[config.mk]
export PLATFORM = sky130hd
export DESIGN_NAME = axi_rd_native_bridge
export DESIGN_NICKNAME = d
export VERILOG_FILES = /design/src/rtl/axi_rd_native_bridge.sv
export SDC_FILE = /design/constraint.sdc
export NUM_CORES = 1
export LEC_CHECK = 0
export ABC_AREA = 0
export CAP_MARGIN = 20
export CORE_AREA = 4 4 234 236
export DETAILED_ROUTE_END_ITERATION = 8
export DIE_AREA = 0 0 238 240
export SLEW_MARGIN = 20
export SYNTH_ARGS = -nofsm -noshare
export SYNTH_HDL_FRONTEND = slang
export SYNTH_SLANG_ARGS = --single-unit
export TNS_END_PERCENT = 10
[constraint.sdc]
create_clock -name clk -period 5.6 [get_ports clk]
set_clock_uncertainty 0.05 [all_clocks]
set_input_delay 0.84 -clock clk [delete_from_list [all_inputs] [get_ports clk]]
set_output_delay 0.84 -clock clk [all_outputs]
set_load 0.02 [all_outputs]
[src/rtl/axi_rd_native_bridge.sv]
// ---------------------------------------------------------------------------
// axi_rd_native_bridge
//
// Bridges an AXI4 read channel (AR/R) onto a LiteDRAM native user port.
// Each accepted AR burst is split into one native read command per beat.
// Supported burst types are FIXED, INCR and (optionally) WRAP. A small
// tracking FIFO holds {id, len, err} for up to MAX_OUTST bursts in flight.
// The R channel uses the head entry to supply the ID, the last flag and
// the response for each beat. Native read data passes straight through to
// R with no added latency. Bursts that are not legal (wrong size, reserved
// burst type, bad WRAP length or alignment) issue no native commands.
// Instead, len+1 SLVERR beats with zero data are returned in order.
//
// Optional feature macro: AXI_RD_WRAP_EN
//   defined   : WRAP bursts are decoded and issued with wrapping addresses.
//   undefined : WRAP bursts are answered with SLVERR beats, and the
//               wrap-address logic is left out.
//
// Parameters
//   DATA_W     data width in bits (power of two, >= 32)
//   ADDR_W     AXI byte-address width
//   ID_W       AXI ID width
//   MAX_OUTST  tracking-FIFO depth in bursts (power of two, >= 2)
//
// Ports
//   clk                         clock, rising edge
//   rst                         asynchronous reset, active low
//   axi_ar_*                    AXI read-address channel (slave side)
//   axi_r_*                     AXI read-data channel (slave side)
//   native_cmd_*                native command stream (we always 0)
//   native_cmd_payload_addr     word address = byte address >> log2(DATA_W/8)
//   native_rdata_*              native read data, returned in command order
// ---------------------------------------------------------------------------
module axi_rd_native_bridge #(
  parameter int DATA_W    = 256,
  parameter int ADDR_W    = 32,
  parameter int ID_W      = 4,
  parameter int MAX_OUTST = 4
) (
  input  logic                      clk,
  input  logic                      rst,

  input  logic                      axi_ar_valid,
  output logic                      axi_ar_ready,
  input  logic [ADDR_W-1:0]         axi_ar_payload_addr,
  input  logic [1:0]                axi_ar_payload_burst,
  input  logic [7:0]                axi_ar_payload_len,
  input  logic [2:0]                axi_ar_payload_size,
  input  logic [ID_W-1:0]           axi_ar_payload_id,

  output logic                      axi_r_valid,
  input  logic                      axi_r_ready,
  output logic                      axi_r_last,
  output logic [1:0]                axi_r_payload_resp,
  output logic [DATA_W-1:0]         axi_r_payload_data,
  output logic [ID_W-1:0]           axi_r_payload_id,

  output logic                      native_cmd_valid,
  input  logic                      native_cmd_ready,
  output logic                      native_cmd_payload_we,
  output logic [ADDR_W-$clog2(DATA_W/8)-1:0] native_cmd_payload_addr,

  input  logic                      native_rdata_valid,
  output logic                      native_rdata_ready,
  input  logic [DATA_W-1:0]         native_rdata_payload_data
);

  localparam int BPB = DATA_W / 8;
  localparam int OFS = $clog2(BPB);
  localparam int PW  = $clog2(MAX_OUTST);

  localparam logic [ADDR_W-1:0] BPB_A    = ADDR_W'(BPB);
  localparam logic [PW:0]       PTR_ONE  = (PW+1)'(1);
  localparam logic [2:0]        SIZE_OK  = 3'(OFS);

  localparam logic [1:0] BURST_FIXED = 2'd0;
  localparam logic [1:0] BURST_INCR  = 2'd1;
  localparam logic [1:0] BURST_WRAP  = 2'd2;
  localparam logic [1:0] BURST_RSVD  = 2'd3;
  localparam logic [1:0] RESP_SLVERR = 2'd2;

  typedef enum logic {
    IDLE  = 1'b0,
    ISSUE = 1'b1
  } state_t;

  // Issue-side state
  state_t              state;
  logic [ADDR_W-1:0]   cur_addr;
  logic [ADDR_W-1:0]   next_addr;
  logic [1:0]          cur_burst;
  logic [7:0]          cur_len;
  logic [7:0]          bc;

  // Tracking FIFO; pointers carry one extra bit to tell full from empty
  logic [ID_W-1:0]     trk_id  [MAX_OUTST];
  logic [7:0]          trk_len [MAX_OUTST];
  logic [MAX_OUTST-1:0] trk_err;
  logic [PW:0]         wr_ptr;
  logic [PW:0]         rd_ptr;
  logic                trk_full;
  logic                trk_empty;

  // Response side
  logic [7:0]          rc;
  logic [ID_W-1:0]     h_id;
  logic [7:0]          h_len;
  logic                h_err;

  logic                ar_hs;
  logic                cmd_hs;
  logic                r_hs;
  logic                ar_err;

`ifdef AXI_RD_WRAP_EN
  logic [ADDR_W-1:0]   wrap_mask;
`endif

  assign trk_empty = (wr_ptr == rd_ptr);
  assign trk_full  = (wr_ptr[PW] != rd_ptr[PW]) &&
                     (wr_ptr[PW-1:0] == rd_ptr[PW-1:0]);

  // Readiness comes only from registered state, never from axi_ar_valid.
  assign axi_ar_ready = (state == IDLE) && !trk_full;
  assign ar_hs        = axi_ar_valid && axi_ar_ready;

  assign native_cmd_valid        = (state == ISSUE);
  assign native_cmd_payload_we   = 1'b0;
  assign native_cmd_payload_addr = cur_addr[ADDR_W-1:OFS];
  assign cmd_hs                  = native_cmd_valid && native_cmd_ready;

  // Legality check of the incoming AR request
  always_comb begin
    ar_err = (axi_ar_payload_size != SIZE_OK) ||
             (axi_ar_payload_burst == BURST_RSVD);
`ifdef AXI_RD_WRAP_EN
    if (axi_ar_payload_burst == BURST_WRAP) begin
      if (!((axi_ar_payload_len == 8'd1) || (axi_ar_payload_len == 8'd3) ||
            (axi_ar_payload_len == 8'd7) || (axi_ar_payload_len == 8'd15))) begin
        ar_err = 1'b1;
      end
      if (axi_ar_payload_addr[OFS-1:0] != '0) begin
        ar_err = 1'b1;
      end
    end
`else
    if (axi_ar_payload_burst == BURST_WRAP) begin
      ar_err = 1'b1;
    end
`endif
  end

  // Address of the next beat. A WRAP burst stays inside a block of
  // (len+1)*BPB bytes: the upper bits stay fixed and the low bits roll over.
  always_comb begin
    next_addr = cur_addr;
`ifdef AXI_RD_WRAP_EN
    wrap_mask = ((ADDR_W'(cur_len) + ADDR_W'(1)) << OFS) - ADDR_W'(1);
`endif
    case (cur_burst)
      BURST_INCR: next_addr = cur_addr + BPB_A;
`ifdef AXI_RD_WRAP_EN
      BURST_WRAP: next_addr = (cur_addr & ~wrap_mask) |
                              ((cur_addr + BPB_A) & wrap_mask);
`endif
      default:    next_addr = cur_addr;
    endcase
  end

  // Issue FSM: latch the burst on AR, then emit one native command per beat
  always_ff @(posedge clk or negedge rst) begin
    if (!rst) begin
      state     <= IDLE;
      cur_addr  <= '0;
      cur_burst <= BURST_FIXED;
      cur_len   <= '0;
      bc        <= '0;
    end else begin
      case (state)
        IDLE: begin
          if (ar_hs) begin
            cur_addr  <= axi_ar_payload_addr;
            cur_burst <= axi_ar_payload_burst;
            cur_len   <= axi_ar_payload_len;
            bc        <= '0;
            if (!ar_err) begin
              state <= ISSUE;
            end
          end
        end
        ISSUE: begin
          if (cmd_hs) begin
            cur_addr <= next_addr;
            bc       <= bc + 8'd1;
            if (bc == cur_len) begin
              state <= IDLE;
            end
          end
        end
        default: state <= IDLE;
      endcase
    end
  end

  // Tracking FIFO pointers and response beat counter
  always_ff @(posedge clk or negedge rst) begin
    if (!rst) begin
      wr_ptr <= '0;
      rd_ptr <= '0;
      rc     <= '0;
    end else begin
      if (ar_hs) begin
        wr_ptr <= wr_ptr + PTR_ONE;
      end
      if (r_hs) begin
        if (axi_r_last) begin
          rd_ptr <= rd_ptr + PTR_ONE;
          rc     <= '0;
        end else begin
          rc <= rc + 8'd1;
        end
      end
    end
  end

  // Tracking FIFO storage
  always_ff @(posedge clk) begin
    if (ar_hs) begin
      trk_id[wr_ptr[PW-1:0]]  <= axi_ar_payload_id;
      trk_len[wr_ptr[PW-1:0]] <= axi_ar_payload_len;
      trk_err[wr_ptr[PW-1:0]] <= ar_err;
    end
  end

  assign h_id  = trk_id[rd_ptr[PW-1:0]];
  assign h_len = trk_len[rd_ptr[PW-1:0]];
  assign h_err = trk_err[rd_ptr[PW-1:0]];

  // R channel. Good bursts forward native data combinationally, and error
  // bursts produce their own SLVERR beats without consuming native data.
  always_comb begin
    axi_r_valid        = 1'b0;
    axi_r_last         = 1'b0;
    axi_r_payload_resp = 2'd0;
    axi_r_payload_data = '0;
    axi_r_payload_id   = '0;
    native_rdata_ready = 1'b0;
    if (!trk_empty) begin
      axi_r_payload_id = h_id;
      axi_r_last       = (rc == h_len);
      if (h_err) begin
        axi_r_valid        = 1'b1;
        axi_r_payload_resp = RESP_SLVERR;
      end else begin
        axi_r_valid        = native_rdata_valid;
        axi_r_payload_data = native_rdata_payload_data;
        native_rdata_ready = axi_r_ready;
      end
    end
  end

  assign r_hs = axi_r_valid && axi_r_ready;

endmodule

==> summary.md <==
| Metric | Value |
|---|---|
| Total grt overflow | 0 |
| Core Util, Final | 27.1% |
| # rows | 84 |
| Commonest cells after routing, fill and taps aside | 597 x clkdlybuf4s50_1, 262 x and2_1, 60 x dfrtp_1 |
| Crit path launch type | flop |
| Run status | completed |
| Fraction of registers with async set/reset | 53.6% |
| Fillers | 5573 |
| CTS resizes | 0 |
| CTS root buf | clkbuf_16 |
| GRT Total Usage | 19.9% |
| Largest net degree at the start of global routing | 149 |
| EDFF count, synth | 52 |
| Pwr per Cell Area | 232 nW/um^2 |
| Max clock buf depth | 2 |
| Worst setup EP type | output port |
| Wire length per cell | 29.6 microns |
| Commonest non-fill, non-tap cell in the layout | clkdlybuf4s50_1 |
| First-pass iteration count of the detailed router | 4 |
| Hold crit path type | reg2reg |
| Post-CTS Setup Bufs | 0 |
| Full die area | 57100 sq um |
| Die X-Extent | 238 microns |
| Finish-stage setup viols | 0 |
| Core ar. | 52400 sq um |
| VDD IR max | 0.000198 V |
| Yosys cell types | 42 |
| DP HPWL | 54100 microns |
| Starting Density | 13.5% |
| CTS tree | yes |
| Maxcap violations | 0 |
| Routed WL | 60100 microns |
| Via count | 8225 |
| Number of port buffers | 598 |
| Max Clock Freq | 224 MHz |
| Initial antenna violation count | 85 |
| Via/cell ratio | 4.04 |
| Leak | 5.26 nW |
| Peak per-stage delay on the critical path | 0.80 ns |
| RSZ-0062 raised after global routing | false |
| Fraction of layout cells with a size suffix above 1 | 4.08% |
| Avg Cell Area, Syn | 9.47 sq um |
| Post-layout power | 3.30 mW |
| Relative slew slack | 36.6% |
| Top_reg_cell synth | dfrtp_1 |
| Final period utilization | 79.7% |
| Htree depth | 3 |
| CTS sink cnt | 112 |
| Post-synthesis register bit count | 112 |
| Cells after Synth | 750 |
| Worst-path clk slew | 0.09 ns |
| WS Path Type | reg2out |
| Minimum clock period | 4.46 ns |
| First-pass GRT wire length | 76500 microns |
| Worst Max-Slew Pin Slew | 0.943 ns |
| # DRC | 0 |
| Ys Warns | 0 |
| Final Wtd Congestion | 0.965 |
| CP Max Fanout | 109 |
| Cts bufs inserted | 9 |
| Post-CTS Hold Buffers | 0 |
| Number of global-route vias before repair | 8197 |
| Slew Viols, Final | 0 |
| Final Hold Vio Count | 0 |
| Synth Cell Area | 7110 sq um |
| Sequential share of the synthesized area | 43.1% |
| 1st-iter DRT viols | 323 |
| Setup TNS | 0 ns |
| Crit-path slowest cell | clkdlybuf4s50_1 |
| I/O pins | 606 |
| Crit-path most repeated cell | buf_4 |
| CP arrival | 3.57 ns |
| CP cell instances | buf_4 > mux4_2 > nor2_4 > buf_4 > and2_1 > clkdlybuf4s50_1 |
| Post-DRT Antenna Nets | 0 |
| Area grow syn2layout | 100% |
| Die height | 240 microns |
| Worst skew pair latency | 0.37 ns |
| FF-to-FF setup slack | 2.47 ns |
| Final net count | 1638 |
| WP data required | 4.71 ns |
worst paths after layout:
check                             startpoint                       to  depth (start not counted)
worst max-delay path               rd_ptr[1]  axi_r_payload_data[101]                          6
min in group asynchronous                rst             cur_addr[17]                          2
worst min register to register  cur_burst[1]             cur_burst[1]                          2
worst max register to register     rd_ptr[1]                rd_ptr[1]                          6
worst min-delay path            cur_burst[1]             cur_burst[1]                          2
max in group asynchronous                rst                    bc[7]                          2
area by class of cell:
type / instances / area [sq um] / area share, %
Clock inverter: 7 / 93.8 / 0.660
Inverter: 9 / 33.8 / 0.238
Clock buffer: 9 / 225 / 1.58
Sequential cell: 112 / 3060 / 21.5
Tap cell: 688 / 861 / 6.06
Timing Repair Buffer: 607 / 6060 / 42.6
Multi-Input combinational cell: 580 / 3820 / 26.9
Antenna cell: 22 / 55.1 / 0.387
registers in the layout, summed over array words and instances, names as in the netlist:
register	cells
bc	8
cur_len	8
rc	8
cur_burst	2
cur_addr	27
rd_ptr	3
trk_err	4
trk_id	16
trk_len	32
native_cmd_valid	1
wr_ptr	3
cell families (layout without fill, tap and decap cells):
group | Yosys count | after routing | synth area share [%]
compound gates | 78 | 78 | 6.74
xor+xnor | 33 | 33 | 4.38
fa+ha+maj | 8 | 8 | 1.41
buf+inv | 59 | 632 | 3.49
flops | 112 | 112 | 43.1
mux | 29 | 29 | 5.74
other cells | 1 | 24 | 0.0528
simple gates | 430 | 430 | 35.1
Yosys cell counts (all sizes together), types with 19 or more instances:
cell type  count  area (sq um)
and2         262          1640
o22ai         19           119
and3          23           144
o21ai         23           115
xnor2         24           233
dfrtp         60          1500
nor2          35           131
edfxtp        52          1560
clkbuf        41           154
nand2         46           173
a21oi         22           110
mux2i         19           190
nand3         26           130
routing by layer:
layer	GRT usage [%]	up-vias	part of all wire [%]
li1	-	3711	-
met1	21.3	3887	36
met2	34.2	465	49
met3	11.7	130	13
met4	4.26	32	2.1
met5	0	-	0.35
critical path, delay by kind of cell (launching register included):
family                 cells  cell delay, ns
buffers and inverters      3            1.78
DFF                        1            0.60
muxes                      1            0.39
and+or+nand+nor            2            0.37
metrics by stage:
| step | instances | area (sq um) | hold WS (ns) | setup slack [ns] |
|---|---|---|---|---|
| 2_1_floorplan | 751 | 7110 | 0.387 | 2.69 |
| 3_3_place_gp | 1996 | 13800 | 0.410 | 1.48 |
| 3_5_place_dp | 1996 | 13800 | 0.419 | 1.44 |
| 4_1_cts | 2012 | 14200 | 0.441 | 1.03 |
| 5_1_grt | 2019 | 14200 | 0.463 | 0.913 |
| 6_report | 2034 | 14200 | 0.438 | 1.14 |
report_power, final:
part	internal, mW	leakage [nW]	switching, mW	total (mW)
Sequential	0.901	1.27	0.0672	0.968
Combinational	0.799	3.83	0.823	1.62
Clock	0.332	0.155	0.381	0.713
Total	2.03	5.26	1.27	3.30
Note: power is estimated with default switching activity, not from simulation.
